`config.mk`:
```
export PLATFORM = sky130hd
export DESIGN_NAME = dmem_port_arbiter
export DESIGN_NICKNAME = d
export VERILOG_FILES = /design/src/rtl/dmem_port_arbiter.sv
export SDC_FILE = /design/constraint.sdc
export NUM_CORES = 1
export LEC_CHECK = 0
export ABC_CLOCK_PERIOD_IN_PS = 3200
export CAP_MARGIN = 20
export CORE_AREA = 2 2 126 128
export DETAILED_ROUTE_END_ITERATION = 10
export DIE_AREA = 0 0 128 130
export HOLD_SLACK_MARGIN = 0.1
export PLACE_DENSITY_LB_ADDON = 0.3
export SETUP_SLACK_MARGIN = 0.15
export SLEW_MARGIN = 40
export SYNTH_ARGS = -nofsm -noshare
export SYNTH_HDL_FRONTEND = slang
export SYNTH_SLANG_ARGS = --single-unit
```
`constraint.sdc`:
```
create_clock -name clk -period 3.2 [get_ports clk]
set_clock_uncertainty 0.1 [all_clocks]
set_input_delay 0.96 -clock clk [delete_from_list [all_inputs] [get_ports clk]]
set_output_delay 0.96 -clock clk [all_outputs]
set_load 0.01 [all_outputs]
```
`src/rtl/dmem_port_arbiter.sv`:
```
// Two-port round-robin arbiter in front of a single-ported data memory.
// One access issues per cycle; read data returns two cycles after the grant to the owning port.
module dmem_port_arbiter #(
  parameter int ADDR_W = 32,
  parameter int DATA_W = 32,
  parameter int CNT_W  = 16
) (
  input  logic              clk,
  input  logic              reset,
  input  logic              req0,
  input  logic              req1,
  input  logic [ADDR_W-1:0] addr0,
  input  logic [ADDR_W-1:0] addr1,
  input  logic [DATA_W-1:0] wdata0,
  input  logic [DATA_W-1:0] wdata1,
  input  logic [3:0]        we0,
  input  logic [3:0]        we1,
  output logic              gnt0,
  output logic              gnt1,
  output logic [DATA_W-1:0] rdata0,
  output logic [DATA_W-1:0] rdata1,
  output logic              rvalid0,
  output logic              rvalid1,
  output logic              stall0,
  output logic              stall1,
  output logic              mem_en,
  output logic [ADDR_W-1:0] mem_addr,
  output logic [DATA_W-1:0] mem_wdata,
  output logic [3:0]        mem_we,
  input  logic [DATA_W-1:0] mem_rdata,
  output logic [CNT_W-1:0]  conflict_cnt
);

  logic              prio_q, prio_d;
  logic              mem_en_q, mem_en_d;
  logic [ADDR_W-1:0] mem_addr_q, mem_addr_d;
  logic [DATA_W-1:0] mem_wdata_q, mem_wdata_d;
  logic [3:0]        mem_we_q, mem_we_d;
  logic              rd1_q, rd1_d;
  logic              port1_q, port1_d;
  logic              rvalid0_q, rvalid0_d;
  logic              rvalid1_q, rvalid1_d;
  logic [DATA_W-1:0] rdata0_q, rdata0_d;
  logic [DATA_W-1:0] rdata1_q, rdata1_d;
  logic [CNT_W-1:0]  cnt_q, cnt_d;
  logic              gnt0_s, gnt1_s;

  // Arbitration, issue stage and return stage next-state logic.
  always_comb begin
    gnt0_s      = reset & req0 & (~req1 | ~prio_q);
    gnt1_s      = reset & req1 & (~req0 | prio_q);
    prio_d      = prio_q;
    mem_en_d    = 1'b0;
    mem_we_d    = 4'b0000;
    mem_addr_d  = mem_addr_q;
    mem_wdata_d = mem_wdata_q;
    rd1_d       = 1'b0;
    port1_d     = 1'b0;
    if (gnt0_s) begin
      prio_d      = 1'b1;
      mem_en_d    = 1'b1;
      mem_addr_d  = addr0;
      mem_wdata_d = wdata0;
      mem_we_d    = we0;
      rd1_d       = (we0 == 4'b0000);
      port1_d     = 1'b0;
    end else if (gnt1_s) begin
      prio_d      = 1'b0;
      mem_en_d    = 1'b1;
      mem_addr_d  = addr1;
      mem_wdata_d = wdata1;
      mem_we_d    = we1;
      rd1_d       = (we1 == 4'b0000);
      port1_d     = 1'b1;
    end else begin
      prio_d = prio_q;
    end
    // The return stage lines up with mem_rdata, which is valid one cycle after mem_en.
    rvalid0_d = rd1_q & ~port1_q;
    rvalid1_d = rd1_q & port1_q;
    rdata0_d  = rvalid0_q ? mem_rdata : rdata0_q;
    rdata1_d  = rvalid1_q ? mem_rdata : rdata1_q;
    if (req0 && req1 && (cnt_q != {CNT_W{1'b1}})) begin
      cnt_d = cnt_q + {{(CNT_W-1){1'b0}}, 1'b1};
    end else begin
      cnt_d = cnt_q;
    end
  end

  // State registers with asynchronous active-low clear.
  always_ff @(posedge clk or negedge reset) begin
    if (!reset) begin
      prio_q      <= 1'b0;
      mem_en_q    <= 1'b0;
      mem_addr_q  <= {ADDR_W{1'b0}};
      mem_wdata_q <= {DATA_W{1'b0}};
      mem_we_q    <= 4'b0000;
      rd1_q       <= 1'b0;
      port1_q     <= 1'b0;
      rvalid0_q   <= 1'b0;
      rvalid1_q   <= 1'b0;
      rdata0_q    <= {DATA_W{1'b0}};
      rdata1_q    <= {DATA_W{1'b0}};
      cnt_q       <= {CNT_W{1'b0}};
    end else begin
      prio_q      <= prio_d;
      mem_en_q    <= mem_en_d;
      mem_addr_q  <= mem_addr_d;
      mem_wdata_q <= mem_wdata_d;
      mem_we_q    <= mem_we_d;
      rd1_q       <= rd1_d;
      port1_q     <= port1_d;
      rvalid0_q   <= rvalid0_d;
      rvalid1_q   <= rvalid1_d;
      rdata0_q    <= rdata0_d;
      rdata1_q    <= rdata1_d;
      cnt_q       <= cnt_d;
    end
  end

  assign gnt0         = gnt0_s;
  assign gnt1         = gnt1_s;
  assign stall0       = req0 & ~gnt0_s;
  assign stall1       = req1 & ~gnt1_s;
  assign mem_en       = mem_en_q;
  assign mem_addr     = mem_addr_q;
  assign mem_wdata    = mem_wdata_q;
  assign mem_we       = mem_we_q;
  assign rvalid0      = rvalid0_q;
  assign rvalid1      = rvalid1_q;
  assign rdata0       = rdata0_d;
  assign rdata1       = rdata1_d;
  assign conflict_cnt = cnt_q;

endmodule

```
==> impl_results.md <==
* Status: finished, final reports clean
* Final WL at 19100 um
* Peak Freq at 330 MHz
* Period Utilization, post-route at 94.6%
* Min-delay src: port1_q
* Detailed Routing Iterations Pass 1 at 4
* Seq pwr share at 40.4%
* Final routed DRC violation total at 0
* Cell variety after synth at 41
* Synth Flop Type: dfrtp_1
* IO Count at 327
* Wire per inst at 18.2 um
* Hold Worst Slack at 318 ps
* Initial antenna violation count at 0
* # fillers at 1144
* Worst-margin pin slew at 705 ps
* Syn_nets at 691
* Port bufs at 326
* Skew-Pair Late Insertion Delay at 420 ps
* Total GRT Usage at 22.6%
* Total negative slack at 0 ps
* WHS Path Cells at 1
* CTS sink count at 154
* R2R Setup Slk at 940 ps
* Worst Hold Endpoint: rvalid0
* Initial DRC count at 217
* Post-synth EDFFs at 0
* Share of layout cells above drive strength 1 at 13.8%
* Comb pwr share at 28.1%
* Via count at 5232
* Clk buf depth at 2
* Post-route cell area at 10500 um^2
* Yosys warning count at 0
* Largest net degree at the start of global routing at 84
* Vias in the first global route at 5413
* Post-synthesis register bit count at 154
* Vias per cell at 4.98
* DIE HEIGHT at 130 um
* Post-CTS setup buffers at 0
* Clk root buf: clkbuf_16
* Final Power at 6.32 mW
* Sw Share at 27.5%
* Hold Crit Class: register to register
* Setup violations, final at 0
* Reg-to-Reg Start: prio_q
* Req. time, crit path at 2140 ps
* Final GP Congestion at 0.836
* Pwr per Cell Area at 602 nW/um^2
* TritonCTS clock tree: yes
* Clk pwr share at 31.5%
* Max cap viols at 0
* DIE AREA at 16600 um^2
* RSZ-0062 raised after global routing: yes
* N_diodes at 0
* VDD IR max at 0.326 mV
* Area grow syn2layout at 61.8%
* Worst Path Arrival at 1970 ps
* Die X at 128 um
* Fin. Hold Viols at 0
* Row cnt at 46
* NumNets Final at 1020
* Post-DP Area at 9950 um^2
* CTS HTree Levels at 4
* Initial Util at 42.0%
* Worst R2R End: mem_addr[16]
* Mapped Cells at 518
* Post-DP HPWL at 14400 um
* Period minus WS final at 3030 ps
* Core area at 15400 um^2
* Startpoint types: input port
* Total CTS buffers at 17
* Crit-path max FO at 2
* Post-route ant nets at 0
* First-pass GRT wire length at 28600 um
* Avg Inst Size Synth at 12.5 um^2
* Synth async-reset ratio at 100%
* Crit. End Element: output port
* Slew headroom at 53.0%
* Leakage at 4.94 nW
* Setup Crit Path Kind: input port to output port
* Post-synthesis sequential area ratio at 59.5%
* P_int at 4.58 mW
* Psw at 1.74 mW
* Cell Area, Synth at 6480 um^2
* Fin. max-slew vios at 0
* Clock transition at the registers of the reported paths at 60 ps
* Grt ovf at 0
* Reg2reg path depth at 5
-- worst max-delay path, cell delays in order --
cell and delay [ps]:
clkdlybuf4s50_1 430, mux2_2 280, dlygate4sd2_1 300
-- sequential cells by signal, summed over array words and instances (netlist names) --
signal and count:
conflict_cnt 16, mem_addr 32, mem_en 1, mem_wdata 32
mem_we 4, port1_q 1, prio_q 1, rd1_q 1
rdata0_q 32, rdata1_q 32, rvalid0 1, rvalid1 1
-- cell usage in the layout (no fill, tap or decap), types with 2 or more instances in the layout --
| master | n |
|---|---|
| a21oi_1 | 2 |
| a22o_1 | 4 |
| a31oi_1 | 3 |
| and2_1 | 4 |
| and3_1 | 4 |
| and4_1 | 2 |
| buf_12 | 2 |
| buf_4 | 10 |
| buf_6 | 2 |
| bufinv_16 | 2 |
| clkbuf_16 | 17 |
| clkbuf_8 | 6 |
| clkdlybuf4s15_1 | 19 |
| clkdlybuf4s50_1 | 256 |
| clkinv_2 | 4 |
| clkinvlp_4 | 2 |
| dfrtp_1 | 154 |
| dlygate4sd2_1 | 47 |
| inv_2 | 2 |
| mux2_1 | 3 |
| mux2_2 | 62 |
| mux2i_1 | 64 |
| nand2_1 | 75 |
| nand3_1 | 4 |
| nand4_1 | 7 |
| nor2_1 | 2 |
| o21ai_0 | 61 |
| o21ai_1 | 5 |
| xnor2_1 | 8 |
| xor2_1 | 4 |
-- synthesized netlist by cell type, types with 2 or more instances --
master / instances / area (um^2)
a21oi_1: 2 / 10.0
a22o_1: 4 / 35.0
a31oi_1: 3 / 18.8
and2_1: 4 / 25.0
and3_1: 4 / 25.0
and4_1: 2 / 17.5
buf_2: 12 / 60.1
buf_4: 7 / 52.6
clkbuf_1: 9 / 33.8
dfrtp_1: 154 / 3850
inv_2: 3 / 11.3
mux2_1: 4 / 45.0
mux2_2: 61 / 687
mux2i_1: 64 / 641
nand2_1: 75 / 282
nand3_1: 4 / 20.0
nand4_1: 7 / 43.8
nor2_1: 2 / 7.51
o21ai_0: 61 / 305
o21ai_1: 5 / 25.0
xnor2_1: 8 / 70.1
xor2_1: 4 / 35.0
-- power by group through the flow --
stage	clock network, mW	registers, mW	logic (mW)
floorplan	0	2.64	0.610
global placement	0	2.56	1.85
detailed placement	0	2.58	1.90
CTS	2.03	2.55	1.79
global route	2.12	2.59	1.91
finish	1.99	2.55	1.77
-- worst max-delay path by stage --
stage | start | endpoint
finish | mem_rdata[12] | rdata1[12]
global route | req1 | gnt0
CTS | req1 | gnt0
detailed placement | req1 | gnt0
global placement | req1 | gnt0
floorplan | reset | gnt0
-- per-stage QoR --
step                      cells  utilization, %  setup WS (ps)
after floorplan             518               -            464
after global placement     1020            64.5           -227
after detailed placement   1020            64.5           -218
after CTS                  1050            67.8           34.5
after global routing       1050            68.0            121
final                      1050            68.0            174
-- routing by layer --
layer  track usage (%)  wire length, um
met1              25.2             7220
met2              39.5             9870
met3              8.32             1570
met4              9.11              472
met5                 0                0
-- layout make-up --
type	instances	area, um^2	area share (%)
tap	192	240	2.29
inverter	4	16.3	0.155
clock buffer	23	498	4.75
sequential	154	3850	36.8
clock inverter	7	90.1	0.859
multi-input combinational	330	2450	23.4
timing repair buffer	340	3340	31.8
-- repair_timing --
action | in CTS | in global routing
resized for setup | 76 | 22
pin swaps | 1 | 0
endpoints found under the setup margin | 68 | 52
endpoints found under the hold margin | 0 | 0
hold buffers | 0 | 0
-- cell families (layout without fill, tap and decap cells) --
group	Yosys count	after routing	synth area share, %
multiplexers	129	129	21.2
AND/OR/NAND/NOR	106	106	7.63
buffers and inverters	34	374	2.90
adder cells (fa/ha/maj)	1	1	0.193
XOR/XNOR	12	12	1.62
flip-flops	154	154	59.5
AO/OA/AOI/OAI	82	82	6.99
Power figures use the tool's default switching activity.
